$ cat src/rtl/mem_bus_arbiter_if.sv
// rtl/mem_bus_arbiter_if.sv - cache-side, memory-side and snoop signals of the memory bus arbiter
interface mem_bus_arbiter_if #(
  parameter int N_CORES = 4,
  parameter int ADDR_W  = 11
);
  logic [N_CORES-1:0]        c_req_valid;
  logic [N_CORES-1:0]        c_req_we;
  logic [N_CORES*ADDR_W-1:0] c_req_addr;
  logic [N_CORES*8-1:0]      c_req_write;
  logic [N_CORES-1:0]        c_req_ready;
  logic [N_CORES-1:0]        c_resp_valid;
  logic [7:0]                c_resp_data;

  logic                      m_req_valid;
  logic                      m_req_ready;
  logic                      m_req_we;
  logic [ADDR_W-1:0]         m_req_addr;
  logic [7:0]                m_req_write;
  logic                      m_resp_valid;
  logic [7:0]                m_resp_data;

  logic                      snoop_valid;
  logic [1:0]                snoop_core;
  logic                      snoop_cmd;
  logic [ADDR_W-1:0]         snoop_addr;

  // Arbiter view: masters the memory port and the snoop bus.
  modport master (
    input  c_req_valid, c_req_we, c_req_addr, c_req_write,
    input  m_req_ready, m_resp_valid, m_resp_data,
    output c_req_ready, c_resp_valid, c_resp_data,
    output m_req_valid, m_req_we, m_req_addr, m_req_write,
    output snoop_valid, snoop_core, snoop_cmd, snoop_addr
  );

  // Environment view: caches, main memory and snoopers.
  modport slave (
    output c_req_valid, c_req_we, c_req_addr, c_req_write,
    output m_req_ready, m_resp_valid, m_resp_data,
    input  c_req_ready, c_resp_valid, c_resp_data,
    input  m_req_valid, m_req_we, m_req_addr, m_req_write,
    input  snoop_valid, snoop_core, snoop_cmd, snoop_addr
  );
endinterface

$ cat src/rtl/mem_bus_arbiter.sv
// rtl/mem_bus_arbiter.sv - round-robin cache-to-memory arbiter with snoop broadcast
// One byte transaction at a time: grant, snoop, issue to memory, wait for response.
module mem_bus_arbiter #(
  parameter int N_CORES = 4,
  parameter int ADDR_W  = 11
) (
  input  logic             clk,
  input  logic             rst_n,
  mem_bus_arbiter_if.master bus
);
  typedef enum logic [2:0] {IDLE, GRANT, SNOOP, ISSUE, WAIT} state_t;

  state_t             state;
  logic [1:0]         last_grant;
  logic [1:0]         grant;
  logic               lat_we;
  logic [ADDR_W-1:0]  lat_addr;
  logic [7:0]         lat_write;

  logic               any_req;
  logic [1:0]         pick;
  logic [1:0]         idx;
  logic [N_CORES-1:0] pick_onehot;
  logic [N_CORES-1:0] grant_onehot;

  // Scan from farthest to nearest so the first requester after last_grant wins.
  always_comb begin
    any_req     = 1'b0;
    pick        = '0;
    idx         = '0;
    pick_onehot = '0;
    for (int k = N_CORES; k >= 1; k--) begin
      idx = 2'((int'(last_grant) + k) % N_CORES);
      if (bus.c_req_valid[idx]) begin
        any_req = 1'b1;
        pick    = idx;
      end
    end
    pick_onehot[pick] = any_req;
  end

  always_comb begin
    grant_onehot = '0;
    for (int i = 0; i < N_CORES; i++) begin
      grant_onehot[i] = (grant == 2'(i));
    end
  end

  always_ff @(posedge clk or negedge rst_n) begin
    if (!rst_n) begin
      state            <= IDLE;
      last_grant       <= 2'(N_CORES - 1);
      grant            <= '0;
      lat_we           <= 1'b0;
      lat_addr         <= '0;
      lat_write        <= '0;
      bus.c_req_ready  <= '0;
      bus.c_resp_valid <= '0;
      bus.c_resp_data  <= '0;
      bus.m_req_valid  <= 1'b0;
      bus.m_req_we     <= 1'b0;
      bus.m_req_addr   <= '0;
      bus.m_req_write  <= '0;
      bus.snoop_valid  <= 1'b0;
      bus.snoop_core   <= '0;
      bus.snoop_cmd    <= 1'b0;
      bus.snoop_addr   <= '0;
    end else begin
      bus.c_req_ready  <= '0;
      bus.c_resp_valid <= '0;
      bus.snoop_valid  <= 1'b0;
      case (state)
        IDLE: begin
          if (any_req) begin
            grant           <= pick;
            lat_we          <= bus.c_req_we[pick];
            lat_addr        <= bus.c_req_addr[int'(pick)*ADDR_W +: ADDR_W];
            lat_write       <= bus.c_req_write[int'(pick)*8 +: 8];
            bus.c_req_ready <= pick_onehot;
            state           <= GRANT;
          end
        end
        GRANT: begin
          bus.snoop_valid <= 1'b1;
          bus.snoop_core  <= grant;
          bus.snoop_cmd   <= lat_we;
          bus.snoop_addr  <= lat_addr;
          state           <= SNOOP;
        end
        SNOOP: begin
          bus.m_req_valid <= 1'b1;
          bus.m_req_we    <= lat_we;
          bus.m_req_addr  <= lat_addr;
          bus.m_req_write <= lat_write;
          state           <= ISSUE;
        end
        ISSUE: begin
          if (bus.m_req_ready) begin
            bus.m_req_valid <= 1'b0;
            // A memory that answers in the accept cycle completes right here.
            if (bus.m_resp_valid) begin
              bus.c_resp_valid <= grant_onehot;
              bus.c_resp_data  <= bus.m_resp_data;
              last_grant       <= grant;
              state            <= IDLE;
            end else begin
              state <= WAIT;
            end
          end
        end
        WAIT: begin
          if (bus.m_resp_valid) begin
            bus.c_resp_valid <= grant_onehot;
            bus.c_resp_data  <= bus.m_resp_data;
            last_grant       <= grant;
            state            <= IDLE;
          end
        end
        default: state <= IDLE;
      endcase
    end
  end
endmodule

$ cat src/flat_wrapper.sv
// flat-port wrapper written by rule: the top's interface ports become plain ports
module mem_bus_arbiter_flat 
#(
  parameter int N_CORES = 4,
  parameter int ADDR_W  = 11
)
  (clk, rst_n, bus_c_req_valid, bus_c_req_we, bus_c_req_addr, bus_c_req_write, bus_m_req_ready, bus_m_resp_valid, bus_m_resp_data, bus_c_req_ready, bus_c_resp_valid, bus_c_resp_data, bus_m_req_valid, bus_m_req_we, bus_m_req_addr, bus_m_req_write, bus_snoop_valid, bus_snoop_core, bus_snoop_cmd, bus_snoop_addr);
  mem_bus_arbiter_if #(.N_CORES(N_CORES), .ADDR_W(ADDR_W)) bus_i ();
  input  logic clk;
  input  logic rst_n;
  input wire logic [$bits(bus_i.c_req_valid)-1:0] bus_c_req_valid;
  input wire logic [$bits(bus_i.c_req_we)-1:0] bus_c_req_we;
  input wire logic [$bits(bus_i.c_req_addr)-1:0] bus_c_req_addr;
  input wire logic [$bits(bus_i.c_req_write)-1:0] bus_c_req_write;
  input wire logic [$bits(bus_i.m_req_ready)-1:0] bus_m_req_ready;
  input wire logic [$bits(bus_i.m_resp_valid)-1:0] bus_m_resp_valid;
  input wire logic [$bits(bus_i.m_resp_data)-1:0] bus_m_resp_data;
  output wire logic [$bits(bus_i.c_req_ready)-1:0] bus_c_req_ready;
  output wire logic [$bits(bus_i.c_resp_valid)-1:0] bus_c_resp_valid;
  output wire logic [$bits(bus_i.c_resp_data)-1:0] bus_c_resp_data;
  output wire logic [$bits(bus_i.m_req_valid)-1:0] bus_m_req_valid;
  output wire logic [$bits(bus_i.m_req_we)-1:0] bus_m_req_we;
  output wire logic [$bits(bus_i.m_req_addr)-1:0] bus_m_req_addr;
  output wire logic [$bits(bus_i.m_req_write)-1:0] bus_m_req_write;
  output wire logic [$bits(bus_i.snoop_valid)-1:0] bus_snoop_valid;
  output wire logic [$bits(bus_i.snoop_core)-1:0] bus_snoop_core;
  output wire logic [$bits(bus_i.snoop_cmd)-1:0] bus_snoop_cmd;
  output wire logic [$bits(bus_i.snoop_addr)-1:0] bus_snoop_addr;
  assign bus_i.c_req_valid = bus_c_req_valid;
  assign bus_i.c_req_we = bus_c_req_we;
  assign bus_i.c_req_addr = bus_c_req_addr;
  assign bus_i.c_req_write = bus_c_req_write;
  assign bus_i.m_req_ready = bus_m_req_ready;
  assign bus_i.m_resp_valid = bus_m_resp_valid;
  assign bus_i.m_resp_data = bus_m_resp_data;
  assign bus_c_req_ready = bus_i.c_req_ready;
  assign bus_c_resp_valid = bus_i.c_resp_valid;
  assign bus_c_resp_data = bus_i.c_resp_data;
  assign bus_m_req_valid = bus_i.m_req_valid;
  assign bus_m_req_we = bus_i.m_req_we;
  assign bus_m_req_addr = bus_i.m_req_addr;
  assign bus_m_req_write = bus_i.m_req_write;
  assign bus_snoop_valid = bus_i.snoop_valid;
  assign bus_snoop_core = bus_i.snoop_core;
  assign bus_snoop_cmd = bus_i.snoop_cmd;
  assign bus_snoop_addr = bus_i.snoop_addr;
  mem_bus_arbiter #(.N_CORES(N_CORES), .ADDR_W(ADDR_W)) u_core (.clk(clk), .rst_n(rst_n), .bus(bus_i));
endmodule
$ cat config.mk
export PLATFORM = sky130hd
export DESIGN_NAME = mem_bus_arbiter_flat
export DESIGN_NICKNAME = d
export VERILOG_FILES = /design/src/rtl/mem_bus_arbiter_if.sv /design/src/rtl/mem_bus_arbiter.sv /design/src/flat_wrapper.sv
export SDC_FILE = /design/constraint.sdc
export NUM_CORES = 1
export LEC_CHECK = 0
export BUFFER_PORTS_ARGS = -buffer_cell sky130_fd_sc_hd__buf_2
export CAP_MARGIN = 20
export CORE_MARGIN = 2
export CORE_UTILIZATION = 49
export DETAILED_ROUTE_END_ITERATION = 6
export PLACE_DENSITY = 0.78
export SYNTH_ARGS = -nofsm -noshare
export SYNTH_HDL_FRONTEND = slang
export SYNTH_SLANG_ARGS = --single-unit
export TNS_END_PERCENT = 100
$ cat constraint.sdc
create_clock -name clk -period 2.52 [get_ports clk]
set_clock_uncertainty 0.2 [all_clocks]
set_input_delay 0.378 -clock clk [delete_from_list [all_inputs] [get_ports clk]]
set_output_delay 0.378 -clock clk [all_outputs]
set_load 0.01 [all_outputs]
==> reports/metrics.cfg <==
[hold_path]
holdCritPathClass=input pin to register

[layout]
nFillCells=622
nNetsFinal=560
antenna_cells=0
layout-drive-gt1-share_pct=51.2
syn_to_final_growth_pct=27.1
fin_util_pct=64.5

[pwr]
finalPower_mw=5.72
power_leakage_nw=2.50
power.density_nw_per_um2=1150
ir_drop_uv=562

[sta]
clock.fmax_ghz=0.439
fin_setup_tns_ns=0
finalMaxSlewViolations=0
rsz0062_at_grt=false
fin_crit_sh_pct=90.3
hold_viol=0
worstMarginPinSlew_ns=0.724
finalSetupViolCount=0
relSlewSlack_pct=51.8
finalCriticalPeriod_ns=2.28

[synthesis]
yosysWarnings=0
postSynthCellCount=318
synth_ff_type=dfrtp_1
synth_async_sr_flop_share_pct=100
synth.most_common_cell=dfrtp_1
yosysSeqAreaShare_pct=50.5
mappedNetlistArea_um2=3920
yosysTopAreaCell=dfrtp_1
ys_top_cells_by_area=dfrtp_1 (49%), mux2_2 (10%), o211ai_2 (5.7%)
synth_top_cells_by_count=dfrtp_1 (77), mux2_2 (35), nand2_1 (25)
synth_fp_nets=414
synth.top_cell.area_share_pct=49.2
synth_area_per_cell_um2=12.3
yosys_register_bits=79
ys_types=37
synth-edff-count=0

[die]
die_x_um=93.4
ios=148
die_y_um=93.4
core_um2=7730
dieArea_um2=8730
row_count=32
start_util_pct=50.7

[drt]
vias=3219
avgViaCountPerCell=5.64
drtAntennaViolNets=0
drc=0
dr.pass1.iters=4
routedWlPerCell_um=18.8
drt-initial-drc-count=216
wl_mm=10.7

[clock_tree]
htreeDepth=3
clock_sinks=79
cts_setup_buffers=0
clk_pin_slew_ns=0.08
cts_made_buffers=9
clock_latency_ns=0.35
cts_root_buf=clkbuf_8
clockBufferDepth=2
cts_tree=yes
ctsResizeCount=0

[outcome]
outcome=finished, final reports clean

[job]
cap_viol_max_count=0

[worst_setup_path]
start_kind=register
arrival_ns=2.34
worstPathRequired_ns=2.58
crit_path_end_kind=register
crit_type=register to register
worstPathMaxFanout=22

[global_routing]
overflow=0
antenna_found_initial=0
grt_first_pass_wirelength_mm=16.8
grt_pass1_vias=3316
grt.total_usage_pct=25.4
grt_max_degree=48

[placed_design]
gp_congestion=0.878
port-buffer-count=147
hpwl_mm=7.62

==> power by group <==
group          leakage, nW  switching [mW]  internal, mW
sequential           0.987           0.362          1.84
clock               0.0981           0.458         0.479
combinational         1.42            1.34          1.24
==> state kept, by name, summed over array words and instances (netlist names), 2 cells and up <==
name	flops
u_core.lat_write	8
u_core.bus.m_req_write	8
u_core.bus.c_resp_valid	4
u_core.bus.m_req_addr	11
u_core.last_grant	2
u_core.bus.c_req_ready	4
u_core.grant	2
u_core.lat_addr	11
u_core.bus.snoop_core	2
u_core.bus.c_resp_data	8
u_core.state	3
u_core.bus.snoop_addr	11
==> critical path, cell delays in order (launching register included) <==
cell	delay (ns)
dfrtp_1	0.46
or4_1	0.69
a21oi_4	0.49
a21bo_1	0.28
o211ai_1	0.07
==> cell usage in the layout (no fill, tap or decap), drive strengths merged <==
cell type	count
nand2	25
clkbuf	10
o21ai	4
and2	3
nor4	1
clkinv	3
nor2	6
a32o	1
o22a	1
inv	2
a21oi	4
dfstp	2
bufinv	1
o211ai	20
or2	1
and3	2
mux2i	20
mux2	44
nor2b	3
o21a	2
a21o	2
or4	1
nor3b	3
o31ai	20
a21bo	20
nand3	1
dlygate4sd3	1
nand3b	1
nand4	20
dfrtp	77
clkinvlp	2
nand2b	2
buf	160
nor3	4
==> final timing paths <==
check	start	cells after the start	end	slack [ns]
max in group asynchronous	rst_n	3	u_core.last_grant[1]$_DFFE_PN1P_	1.14
min in group asynchronous	rst_n	2	u_core.bus.m_req_write[5]$_DFFE_PN0P_	0.33
worst max register to register	u_core.state[2]$_DFFE_PN0P_	4	u_core.lat_addr[10]$_DFFE_PN0P_	0.24
worst min-delay path	bus_m_resp_data[0]	2	u_core.bus.c_resp_data[0]$_DFFE_PN0P_	0.04
worst max-delay path	u_core.state[2]$_DFFE_PN0P_	4	u_core.lat_addr[10]$_DFFE_PN0P_	0.24
worst min register to register	u_core.bus.m_req_valid$_DFFE_PN0P_	1	u_core.bus.m_req_valid$_DFFE_PN0P_	0.28
==> layout make-up <==
type	count	area (um2)	area share (%)
Tap cell	102	128	2.56
Clock buffer	10	138	2.76
Inverter	2	7.51	0.151
Clock inverter	6	60.1	1.21
Sequential cell	79	1980	39.7
Multi-Input combinational cell	211	1810	36.3
Timing Repair Buffer	161	858	17.2
==> layer usage <==
layer	global-route usage, %	vias to the layer above	share of wire (%)
li1	-	1474	-
met1	34.1	1587	41
met2	40.8	137	51
met3	3.46	21	6.0
met4	12.4	0	2.3
met5	0	-	0
==> metrics by stage <==
stage	instances	hold slack [ns]	worst slack, ns	cell area, um2
final	571	0.0395	0.243	4980
after floorplan	318	-0.118	0.564	3920
after detailed placement	554	0.155	0.247	4770
after CTS	571	0.0322	0.256	4980
after global routing	571	0.0270	0.128	4980
after global placement	554	0.149	0.338	4770
==> repair_timing <==
item,4_1_cts,5_1_grt
setup endpoints to repair,0,0
hold endpoints to repair,32,0
hold buffers,1,0
==> kinds of logic after synthesis <==
family / synth area share (%)
muxes: 17.7
AOI/OAI and AO/OA: 17.6
DFF: 50.5
and+or+nand+nor: 10.4
buffers and inverters: 3.73
(Power assumes the default switching activity.)
